--- config.mk ---
export PLATFORM = sky130hd
export DESIGN_NAME = calc_op_sequencer
export DESIGN_NICKNAME = d
export VERILOG_FILES = /design/src/rtl/calc_seq_pkg.sv /design/src/rtl/add16_shared.sv /design/src/rtl/calc_op_sequencer.sv
export SDC_FILE = /design/constraint.sdc
export NUM_CORES = 1
export LEC_CHECK = 0
export BUFFER_PORTS_ARGS = -buffer_cell sky130_fd_sc_hd__buf_4
export CORE_MARGIN = 2
export CORE_UTILIZATION = 35
export CTS_BUF_LIST = sky130_fd_sc_hd__clkbuf_4 sky130_fd_sc_hd__clkbuf_8 sky130_fd_sc_hd__clkbuf_16
export DETAILED_ROUTE_END_ITERATION = 8
export PLACE_DENSITY_LB_ADDON = 0.3
export SLEW_MARGIN = 10
export SYNTH_ARGS = -nofsm -noshare
export SYNTH_HDL_FRONTEND = slang
export SYNTH_HIERARCHICAL = 1
export SYNTH_SLANG_ARGS = --single-unit
--- constraint.sdc ---
create_clock -name clk -period 4.2 [get_ports clk]
set_clock_uncertainty 0.15 [all_clocks]
set_input_delay 0.21 -clock clk [delete_from_list [all_inputs] [get_ports clk]]
set_output_delay 0.21 -clock clk [all_outputs]
set_load 0.01 [all_outputs]
--- src/rtl/calc_seq_pkg.sv ---
// Shared types and constants for the calculator op sequencer.
// Op encodings, FSM states and datapath widths.
package calc_seq_pkg;

  localparam int DATA_W    = 16;
  localparam int MUL_ITERS = 16;
  localparam int CNT_W     = $clog2(MUL_ITERS);

  localparam logic [CNT_W-1:0] LAST_ITER =
    CNT_W'(MUL_ITERS - 1);

  typedef enum logic [1:0] {
    OP_ADD  = 2'b00,
    OP_SUB  = 2'b01,
    OP_MUL  = 2'b10,
    OP_RSVD = 2'b11
  } op_e;

  typedef enum logic [1:0] {
    IDLE   = 2'b00,
    EXEC   = 2'b01,
    FINISH = 2'b10
  } state_e;

  function automatic logic is_mul(input op_e o);
    return o == OP_MUL;
  endfunction

endpackage

--- src/rtl/add16_shared.sv ---
// Shared 16-bit adder: x + (inv ? ~y : y) + cin.
// Carry-out is the 17th bit of the sum.
module add16_shared
  import calc_seq_pkg::*;
(
  input  logic [DATA_W-1:0] x,
  input  logic [DATA_W-1:0] y,
  input  logic              inv,
  input  logic              cin,
  output logic [DATA_W-1:0] sum,
  output logic              cout
);

  logic [DATA_W-1:0] y_eff;
  logic [DATA_W:0]   full;

  // conditional inversion then a single wide add
  always_comb begin
    y_eff = inv ? ~y : y;
    full  = {1'b0, x}
          + {1'b0, y_eff}
          + {{DATA_W{1'b0}}, cin};
  end

  assign sum  = full[DATA_W-1:0];
  assign cout = full[DATA_W];

endmodule

--- src/rtl/calc_op_sequencer.sv ---
// ADD/SUB/MUL sequencer around one shared adder.
// MUL is 16-cycle shift-add; other ops take one cycle.
module calc_op_sequencer
  import calc_seq_pkg::*;
(
  input  logic              clk,
  input  logic              rst,
  input  logic              start,
  input  logic [1:0]        op,
  input  logic [DATA_W-1:0] a,
  input  logic [DATA_W-1:0] b,
  output logic              busy,
  output logic              done,
  output logic [DATA_W-1:0] result,
  output logic              ovf,
  output logic              err
);

  state_e            state;
  state_e            state_nx;
  op_e               op_q;
  logic [DATA_W-1:0] mcand;
  logic [DATA_W-1:0] lo;
  logic [DATA_W-1:0] hi;
  logic [CNT_W-1:0]  cnt;

  logic              accept;
  logic              last;

  logic [DATA_W-1:0] add_x;
  logic [DATA_W-1:0] add_y;
  logic              add_inv;
  logic              add_cin;
  logic [DATA_W-1:0] add_sum;
  logic              add_cout;

  logic [DATA_W-1:0] hi_nx;
  logic [DATA_W-1:0] lo_nx;

  assign accept = start && (state != EXEC);
  assign last   = !is_mul(op_q) || (cnt == LAST_ITER);

  // state register
  always_ff @(posedge clk or negedge rst) begin
    if (!rst) begin
      state <= IDLE;
    end else begin
      state <= state_nx;
    end
  end

  // next-state logic
  always_comb begin
    state_nx = state;
    unique case (state)
      IDLE:    if (start) state_nx = EXEC;
      EXEC:    if (last)  state_nx = FINISH;
      FINISH:  state_nx = start ? EXEC : IDLE;
      default: state_nx = IDLE;
    endcase
  end

  // status outputs decoded from the state register
  always_comb begin
    busy = (state == EXEC);
    done = (state == FINISH);
  end

  // adder input mux: A op B, or hi + (lsb ? mcand : 0)
  always_comb begin
    add_x   = mcand;
    add_y   = lo;
    add_inv = 1'b0;
    add_cin = 1'b0;
    case (op_q)
      OP_SUB: begin
        add_inv = 1'b1;
        add_cin = 1'b1;
      end
      OP_MUL: begin
        add_x = hi;
        add_y = lo[0] ? mcand : '0;
      end
      default: ;
    endcase
  end

  add16_shared u_add (
    .x    (add_x),
    .y    (add_y),
    .inv  (add_inv),
    .cin  (add_cin),
    .sum  (add_sum),
    .cout (add_cout)
  );

  // {carry, hi, lo} shifted right by one
  always_comb begin
    hi_nx = {add_cout, add_sum[DATA_W-1:1]};
    lo_nx = {add_sum[0], lo[DATA_W-1:1]};
  end

  // operand latch and multiply accumulators
  always_ff @(posedge clk or negedge rst) begin
    if (!rst) begin
      op_q  <= OP_ADD;
      mcand <= '0;
      lo    <= '0;
      hi    <= '0;
      cnt   <= '0;
    end else if (accept) begin
      op_q  <= op_e'(op);
      mcand <= a;
      lo    <= b;
      hi    <= '0;
      cnt   <= '0;
    end else if (state == EXEC && is_mul(op_q)) begin
      hi  <= hi_nx;
      lo  <= lo_nx;
      cnt <= cnt + 1'b1;
    end
  end

  // result/flags update only on the completing edge
  always_ff @(posedge clk or negedge rst) begin
    if (!rst) begin
      result <= '0;
      ovf    <= 1'b0;
      err    <= 1'b0;
    end else if (state == EXEC && last) begin
      case (op_q)
        OP_ADD: begin
          result <= add_sum;
          ovf    <= add_cout;
          err    <= 1'b0;
        end
        OP_SUB: begin
          result <= add_sum;
          ovf    <= ~add_cout;
          err    <= 1'b0;
        end
        OP_MUL: begin
          result <= lo_nx;
          ovf    <= |hi_nx;
          err    <= 1'b0;
        end
        default: begin
          result <= '0;
          ovf    <= 1'b0;
          err    <= 1'b1;
        end
      endcase
    end
  end

endmodule

==> results.yml, run 1 <==
floorplanning:
  io_pins: 57
  core_region_area_um2: 12700
  initial_core_util_pct: 36.0
  die_y_um: 118
  die-area_um2: 14000
  chipWidth_um: 118
  rows: 41
sta:
  fin_crit_ns: 3.99
  maxSlewHeadroom_pct: 36.0
  drv_slew: 0
  fmax_mhz: 251
  hold_violations: 0
  worstMarginPinSlew_ns: 0.961
  tns_ns: 0
  final-setup-viol-count: 0
  layout_worst_path_cycle_share_pct: 95.0
clocking:
  clock_path_buffers: 2
  clkTransAtPathRegs_ns: 0.06
  cts_tree: "yes"
  clock-sinks: 74
  cts-buffers-inserted: 9
  htree_num_levels: 3
  clk_latency_ns: 0.34
  root_buffer: "clkbuf_16"
  cts_setup_buffers: 0
synthesis:
  synthTopCellsByArea: "dfrtp_1 (40%), nand2_1 (9.7%), mux2_2 (6.4%)"
  seq_area_frac_synth_pct: 40.4
  avgSynthCellArea_um2: 9.39
  synthArstFlopShare_pct: 100
  synth-seq-cells: 74
  yosysUniqueCellTypes: 53
  synth_ff_type: "dfrtp_1"
  synth_top_cell_by_area: "dfrtp_1"
  netlist_area_um2: 4580
  synth_nets: 543
  netlist_instances: 488
  synth-edff-count: 0
  yosysWarningCount: 6
  netlist.area_leader.share_pct: 40.4
power_and_ir_drop:
  pwr_density_cell_nw_per_um2: 903
  p_leak_nw: 2.67
  ir_drop_mv: 0.323
global_routing:
  grt_max_degree: 75
  grtUsageMet3_pct: 4.10
  grt_overflow_total: 0
  grt.busiest_layer: "met2"
  antenna_found_initial: 0
  grt_pass1_wl_um: 21000
  grt_pass1_vias: 4058
  globalRouteTotalUtil_pct: 18.7
  use_met2_pct: 30.7
  grtUsageMet1_pct: 24.7
cells_and_area:
  multiInputGateArea_um2: 2510
  diodes: 0
  drive_gt1_share_pct: 22.8
  final_common_cell: "nand2_1"
  syn_to_final_growth_pct: 24.5
  final_cells: 733
  regArea_um2: 1850
  final_area_um2: 5710
  fillers: 1241
  mostFrequentLayoutCells: "nand2_1 (119), dfrtp_1 (74), buf_4 (61), a22o_1 (33), dlygate4sd3_1 (27)"
  fin_nets: 611
drt:
  vias_per_cell: 5.30
  postRouteWirelength_um: 12500
  final_antenna_net_count: 0
  post_drt_wl_per_cell_um: 17.0
  vias: 3888
  drc_errors: 0
  drt_iter0_drc: 179
  drtPass1Iterations: 5
flow_run:
  maxCapViolCount: 0
status:
  outcome: "finished clean"
placed_design:
  placed_area_um2: 5100
  dp_hpwl_um: 8770
  io_buffer_count: 56
  routabilityCongestion: 0.913
  dp_cells: 690
worst_setup_path:
  critPathKind: "reg2reg"
  cp_max_fo: 8
  required_ns: 4.27
  cp-end-kind: "flop"
  cp_cell_sequence: "nand2b_1 -> o21a_1 -> xnor2_1 -> fa_1 -> fa_1 -> nor2b_4 -> o2111ai_1 -> a21oi_2 -> a41o_1 -> a41oi_2 -> xnor2_1 -> nor4_1 -> a31oi_1 -> o32a_1"
  arrival_ns: 4.06
  critical_path.slowest_cell: "fa_1"
  critPathLaunchType: "flop"
  max_stage_delay_ns: 0.47
hold_path:
  hp-class: "in2reg"
-- final cells by class --
cell class	count	area share [%]
Tap cell	172	3.77
Clock buffer	12	4.67
Timing Repair Buffer	90	13.5
Sequential cell	74	32.4
Clock inverter	4	0.855
Inverter	13	0.855
Multi-Input combinational cell	368	43.9
-- timing repair --
item,4_1_cts,5_1_grt
hold endpoints to repair,100,0
hold buffers,27,0
gates resized for setup,0,5
endpoints found under the setup margin,0,1
-- layer usage --
metal,vias to the layer above,routed length [um]
met5,-,0
met4,0,176
met3,15,701
met2,135,6010
met1,1886,5580
li1,1852,-
-- registers in the layout (all words and copies together), names as in the netlist --
| name | flops |
|---|---|
| result | 16 |
| ovf | 1 |
| cnt | 4 |
| op_q | 2 |
| mcand | 16 |
| hi | 16 |
| err | 1 |
| state | 2 |
| lo | 16 |
-- cell families after synthesis --
family,after synthesis,share of synthesized area [%]
DFF,74,40.4
adders and majority gates,18,5.24
AOI/OAI and AO/OA,101,16.4
xor gates and xnor gates,31,5.92
buffers and inverters,46,5.08
and+or+nand+nor,184,17.9
muxes,34,9.01
-- cells in the mapped netlist (4+ instances only) --
library cell and count:
nor2_1 6, a22o_1 33, xnor2_1 12, a21oi_1 15, inv_1 11, nor3_1 16
mux2_2 26, nand2_1 119, clkbuf_1 13, o21ai_0 10, xor2_1 19, nand3_1 21
ha_1 16, buf_2 12, nor4_1 4, dfrtp_1 74, a31oi_1 18, mux2_4 8
-- path summary, 6_finish.rpt --
check                                    start  slack [ns]                    to  cells after the start
min reg2reg                 hi[10]$_DFFE_PN0P_        0.35    hi[10]$_DFFE_PN0P_                      1
max reg2reg                op_q[0]$_DFFE_PN0P_        0.21       ovf$_DFFE_PN0P_                     14
max                        op_q[0]$_DFFE_PN0P_        0.21       ovf$_DFFE_PN0P_                     14
min                                       b[7]        0.01     lo[7]$_DFFE_PN0P_                      3
min in group asynchronous                  rst        0.41  mcand[5]$_DFFE_PN0P_                      2
max in group asynchronous                  rst        2.85     hi[1]$_DFFE_PN0P_                      2
-- worst max-delay path, delay by kind of cell, from the launching register on --
family | cells | cell delay (ns)
adder cells (fa/ha/maj) | 2 | 0.90
AO/OA/AOI/OAI | 7 | 1.41
XOR/XNOR | 2 | 0.34
flip-flops | 1 | 0.45
AND/OR/NAND/NOR | 3 | 0.64
-- through the flow --
step                      hold slack [ns]  total power, mW  worst slack (ns)  utilization, %
final                              0.0149             5.15             0.210            44.9
after global routing               0.0222             5.55           -0.0209            44.9
after CTS                         0.00397             5.14             0.209            44.7
after detailed placement            0.276             4.28             0.234            40.1
after global placement              0.262             4.23             0.358            40.1
after floorplan                    -0.236             3.41             0.181               -
-- power breakdown --
part / switching (mW) / internal (mW) / total (mW)
registers: 0.213 / 0.975 / 1.19
clock network: 0.295 / 0.507 / 0.802
logic: 1.79 / 1.37 / 3.16
No activity file was read; power rests on OpenSTA's default activity.
==> inputs of run 2 (changes only) <==
Settings changed: SYNTH_HIERARCHICAL 1 to not set.
==> results.yml, run 2 <==
clocking:
  cts-buffers-inserted: 9
  clock_path_buffers: 2
  htree_num_levels: 3
  cts_resized: 0
  postCtsHoldBufs: 23
  clock-sinks: 74
  cts_setup_buffers: 0
  clk_latency_ns: 0.33
  root_buffer: "clkbuf_16"
  clkTransAtPathRegs_ns: 0.06
  cts_tree: "yes"
synthesis:
  netlist_area_um2: 4600
  synthArstFlopShare_pct: 100
  synth_nets: 635
  synth_top_cell_by_area: "dfrtp_1"
  yosysWarningCount: 0
  synthTopCellsByCount: "nand2_1 (149), dfrtp_1 (74), nor2_1 (60)"
  yosysUniqueCellTypes: 61
  synthTopCellsByArea: "dfrtp_1 (40%), nand2_1 (12%), a21oi_1 (5.9%)"
  synth.most_common_cell: "nand2_1"
  netlist_instances: 581
  synth_ff_type: "dfrtp_1"
  synth-seq-cells: 74
  netlist.area_leader.share_pct: 40.3
  avgSynthCellArea_um2: 7.92
  synth-edff-count: 0
  seq_area_frac_synth_pct: 40.3
drt:
  vias: 4550
  wl_met2_um: 6590
  wl_met3_um: 838
  drt_iter0_drc: 372
  drt-met1-wl_um: 6160
  post_drt_wl_per_cell_um: 16.9
  final_antenna_net_count: 0
  routed.top_layer: "met4"
  drc_errors: 0
  vias_per_cell: 5.51
  postRouteWirelength_um: 14000
  drtPass1Iterations: 5
cells_and_area:
  fin_nets: 704
  final_common_cell: "nand2_1"
  syn_to_final_growth_pct: 25.1
  drive_gt1_share_pct: 14.4
  final_cells: 826
  mostFrequentLayoutCells: "nand2_1 (149), dfrtp_1 (74), buf_4 (69), nor2_1 (59), a21oi_1 (53)"
  diodes: 0
sta:
  final-setup-viol-count: 0
  hold_violations: 0
  rsz0062_at_grt: "no"
  maxSlewHeadroom_pct: 36.0
  fin_ws_ns: 0.306
  tns_ns: 0
  drv_slew: 0
  worstMarginPinSlew_ns: 0.957
  layout_worst_path_cycle_share_pct: 92.7
  fin_hold_ws_ns: 0.00872
  fmax_mhz: 257
  fin_crit_ns: 3.89
worst_setup_path:
  r2r_end: "ovf$_DFFE_PN0P_"
  r2r-start: "op_q[1]$_DFFE_PN0P_"
  cp-end-kind: "flop"
  reg2regPathDepth: 13
  cp_cell_sequence: "buf_4 -> and2b_1 -> nor3_1 -> a211oi_1 -> ha_1 -> and3_1 -> nand3_1 -> a211oi_1 -> o211ai_1 -> a2111oi_2 -> o2111ai_1 -> nor4_1 -> o21ai_1"
  arrival_ns: 3.95
  critPathKind: "reg2reg"
  cp_max_fo: 26
  crit_path_start: "op_q[1]$_DFFE_PN0P_"
  crit_end: "ovf$_DFFE_PN0P_"
  path_depth: 13
  required_ns: 4.26
  critical_path.slowest_cell: "ha_1"
  max_stage_delay_ns: 0.45
  crit_family: "simple AND/OR/NAND/NOR gates"
  regToRegSetupSlack_ns: 0.31
  cp.buffers_inverters: 1
  crit_top_cell: "a211oi_1"
  critPathLaunchType: "flop"
flow_run:
  maxCapViolCount: 0
power_and_ir_drop:
  ir_drop_mv: 0.354
  pwr_density_cell_nw_per_um2: 944
  p_leak_nw: 2.68
status:
  outcome: "finished clean"
floorplanning:
  chipWidth_um: 119
  die_y_um: 119
  initial_core_util_pct: 36.2
  die-area_um2: 14100
  core_region_area_um2: 12700
  rows: 41
  io_pins: 57
placed_design:
  routabilityCongestion: 0.918
  dp_cells: 788
  dp_hpwl_um: 10200
  io_buffer_count: 56
  pre_cts_slack_ns: 0.392
hold_path:
  hp-class: "in2reg"
global_routing:
  grt_pass1_wl_um: 22700
  antenna_found_initial: 0
  grt_pass1_vias: 4404
  globalRouteTotalUtil_pct: 20.1
  grt_max_degree: 75
  grt_overflow_total: 0
## run 2: cell count changes after synthesis, sizes merged, moves of 8 or more
cell and delta:
nor2 +54, a21oi +34, mux2 -34, nand2 +30
a22o -27, o21ai +25, clkbuf +16, buf -15
a221oi +13, nand3 -13, nor3 -12, a211oi +8
xnor2 -8
## run 2: cells by family (layout without fill, tap and decap cells)
| logic type | Yosys count | after routing | share of synthesized area [%] |
|---|---|---|---|
| xor+xnor | 22 | 22 | 4.19 |
| fa+ha+maj | 17 | 17 | 4.79 |
| buf+inv | 47 | 120 | 3.92 |
| simple gates | 249 | 249 | 22.7 |
| compound gates | 172 | 172 | 24.2 |
| flops | 74 | 74 | 40.3 |
## run 2: stage by stage
stage                     utilization (%)  power, mW  cell area (um^2)
after floorplan                         -       3.52              4600
after global placement               40.9       4.49              5210
after detailed placement             40.9       4.55              5210
after CTS                            45.2       5.41              5760
after global routing                 45.2       5.86              5760
final                                45.2       5.43              5760
## run 2: final cells by class
| cell class | instances | area (um^2) |
|---|---|---|
| Clock buffer | 10 | 239 |
| Clock inverter | 5 | 78.8 |
| Fill cell | 1279 | 6970 |
| Inverter | 13 | 48.8 |
| Multi-Input combinational cell | 460 | 2570 |
| Sequential cell | 74 | 1850 |
| Tap cell | 172 | 215 |
| Timing Repair Buffer | 92 | 748 |
## run 2: worst min-delay path by stage
stage	from	endpoint	slack, ns	cells past startpoint
after global placement	a[2]	mcand[2]$_DFFE_PN0P_	0.25	3
final	b[10]	lo[10]$_DFFE_PN0P_	0.009	3
after global routing	b[10]	lo[10]$_DFFE_PN0P_	0.006	3
after detailed placement	a[12]	mcand[12]$_DFFE_PN0P_	0.25	3
after floorplan	rst	cnt[0]$_DFFE_PN0P_	-0.24	0
after CTS	b[8]	lo[8]$_DFFE_PN0P_	0.0006	3
## run 2: power by group
part / switching, mW / internal (mW)
Sequential: 0.295 / 0.990
Combinational: 2.05 / 1.28
Clock: 0.290 / 0.532
## run 2: tightest hold or removal path: stages
cell and delay, ns:
buf_4 0.08, nor2_1 0.03, a31oi_1 0.12
## run 2: per-layer routing
layer / vias up / global-route usage [%]
li1: 2173 / -
met1: 2149 / 26.7
met2: 195 / 32.7
met3: 33 / 3.38
met4: 0 / 7.44
met5: - / 0
==> inputs of run 3 (changes only) <==
Settings changed: PLACE_DENSITY_LB_ADDON 0.3 to 0.12.
==> results.yml, run 3 (synthesis results as in run 2) <==
placed_design:
  dp_cells: 789
  routabilityCongestion: 0.842
  io_buffer_count: 56
  dp_hpwl_um: 10500
  placed_area_um2: 5220
  pre_cts_slack_ns: 0.349
sta:
  fin_hold_ws_ns: 0.00475
  rsz0062_at_grt: "no"
  hold_violations: 0
  final-setup-viol-count: 0
  maxSlewHeadroom_pct: 34.5
  tns_ns: 0
  fin_crit_ns: 3.83
  worstMarginPinSlew_ns: 0.983
  drv_slew: 0
  fin_ws_ns: 0.371
  fmax_mhz: 261
  layout_worst_path_cycle_share_pct: 91.2
floorplanning:
  die_y_um: 119
  initial_core_util_pct: 36.2
  rows: 41
  chipWidth_um: 119
  io_pins: 57
  die-area_um2: 14100
  core_region_area_um2: 12700
hold_path:
  hp-class: "in2reg"
  hp-start: "b[13]"
  worstHoldPathCells: 3
cells_and_area:
  drive_gt1_share_pct: 15.0
  fillers: 1317
  regArea_um2: 1850
  final_area_um2: 5820
  syn_to_final_growth_pct: 26.4
  mostFrequentLayoutCells: "nand2_1 (149), dfrtp_1 (74), buf_4 (69), nor2_1 (59), a21oi_1 (53)"
  fin_nets: 709
  diodes: 0
  final_common_cell: "nand2_1"
  multiInputGateArea_um2: 2580
  final_cells: 832
  fin_util_pct: 45.7
clocking:
  cts-buffers-inserted: 9
  clock_path_buffers: 2
  cts_tree: "yes"
  root_buffer: "clkbuf_16"
  clock-sinks: 74
  clk_latency_ns: 0.34
  cts_setup_buffers: 0
  htree_num_levels: 3
  clkTransAtPathRegs_ns: 0.06
worst_setup_path:
  crit_path_start: "lo[0]$_DFFE_PN0P_"
  path_depth: 14
  max_stage_delay_ns: 0.46
  critPathKind: "reg2reg"
  cp-end-kind: "flop"
  crit_top_cell: "buf_4"
  cp_max_fo: 11
  cp.buffers_inverters: 2
  crit_family: "compound AO/OA/AOI/OAI gates"
  r2r-start: "lo[0]$_DFFE_PN0P_"
  arrival_ns: 3.90
  critPathLaunchType: "flop"
  required_ns: 4.27
  critical_path.slowest_cell: "dfrtp_1"
  cp_cell_sequence: "and2_0 -> buf_4 -> a221oi_1 -> a21oi_1 -> ha_1 -> a21o_1 -> a31o_1 -> o2bb2ai_1 -> a211oi_1 -> buf_4 -> xnor2_1 -> o21ai_0 -> nor4_1 -> o21ai_1"
  reg2regPathDepth: 14
global_routing:
  antenna_found_initial: 0
  grt_max_degree: 75
  grt_pass1_vias: 4403
  grt_overflow_total: 0
  grt_pass1_wl_um: 23500
  globalRouteTotalUtil_pct: 21.3
drt:
  vias_per_cell: 5.41
  post_drt_wl_per_cell_um: 17.6
  drc_errors: 0
  final_antenna_net_count: 0
  drt_iter0_drc: 399
  drtPass1Iterations: 5
  vias: 4499
  postRouteWirelength_um: 14700
power_and_ir_drop:
  ir_drop_mv: 0.294
  p_total_mw: 5.50
  pwr_density_cell_nw_per_um2: 946
  p_leak_nw: 2.69
flow_run:
  maxCapViolCount: 0
status:
  outcome: "finished clean"
run 3: changes by cell type in the layout (fill, tap and decap cells not counted):
cell / previous run / this run
ha_2: 0 / 3
dlygate4sd3_1: 23 / 27
clkinvlp_4: 0 / 2
buf_6: 0 / 1
clkbuf_8: 1 / 0
ha_1: 16 / 13
run 3: final cells by class:
type	count	area share [%]
clock buffers	9	3.87
clock inverters	7	1.61
inverters	13	0.839
multi-input cells	460	44.4
flip-flops and latches	74	31.8
well taps	172	3.70
repair buffers	97	13.7
run 3: power by group:
group	leakage [nW]	total (mW)	internal, mW	switching [mW]
sequential	0.904	1.29	0.990	0.302
combinational	1.64	3.38	1.31	2.06
clock	0.151	0.834	0.519	0.315
run 3: final timing paths:
kind	end	slack (ns)
max in group asynchronous	mcand[9]$_DFFE_PN0P_	2.83
worst max register to register	ovf$_DFFE_PN0P_	0.37
worst min register to register	hi[12]$_DFFE_PN0P_	0.34
min in group asynchronous	hi[5]$_DFFE_PN0P_	0.41
worst min-delay path	lo[13]$_DFFE_PN0P_	0.005
worst max-delay path	ovf$_DFFE_PN0P_	0.37
run 3: worst register-to-register path, stage by stage, from the launching register on:
cell and delay (ns):
dfrtp_1 0.46, and2_0 0.23, buf_4 0.21, a221oi_1 0.27, a21oi_1 0.09, ha_1 0.38
a21o_1 0.26, a31o_1 0.28, o2bb2ai_1 0.14, a211oi_1 0.37, buf_4 0.20, xnor2_1 0.19
o21ai_0 0.18, nor4_1 0.21, o21ai_1 0.08
run 3: layer usage:
metal | routed length (um) | track usage [%] | up-vias | part of all wire (%)
met4 | 288 | 5.95 | 0 | 2.0
met2 | 7140 | 35.5 | 122 | 49
met5 | 0 | 0 | - | 0
met3 | 665 | 3.47 | 19 | 4.5
met1 | 6570 | 28.5 | 2181 | 45
li1 | - | - | 2177 | -
run 3: repair_timing:
| item | in CTS | in global routing |
|---|---|---|
| hold endpoints to repair | 100 | 0 |
| gates resized for setup | 0 | 4 |
| endpoints found under the setup margin | 0 | 1 |
| hold buffers | 27 | 0 |
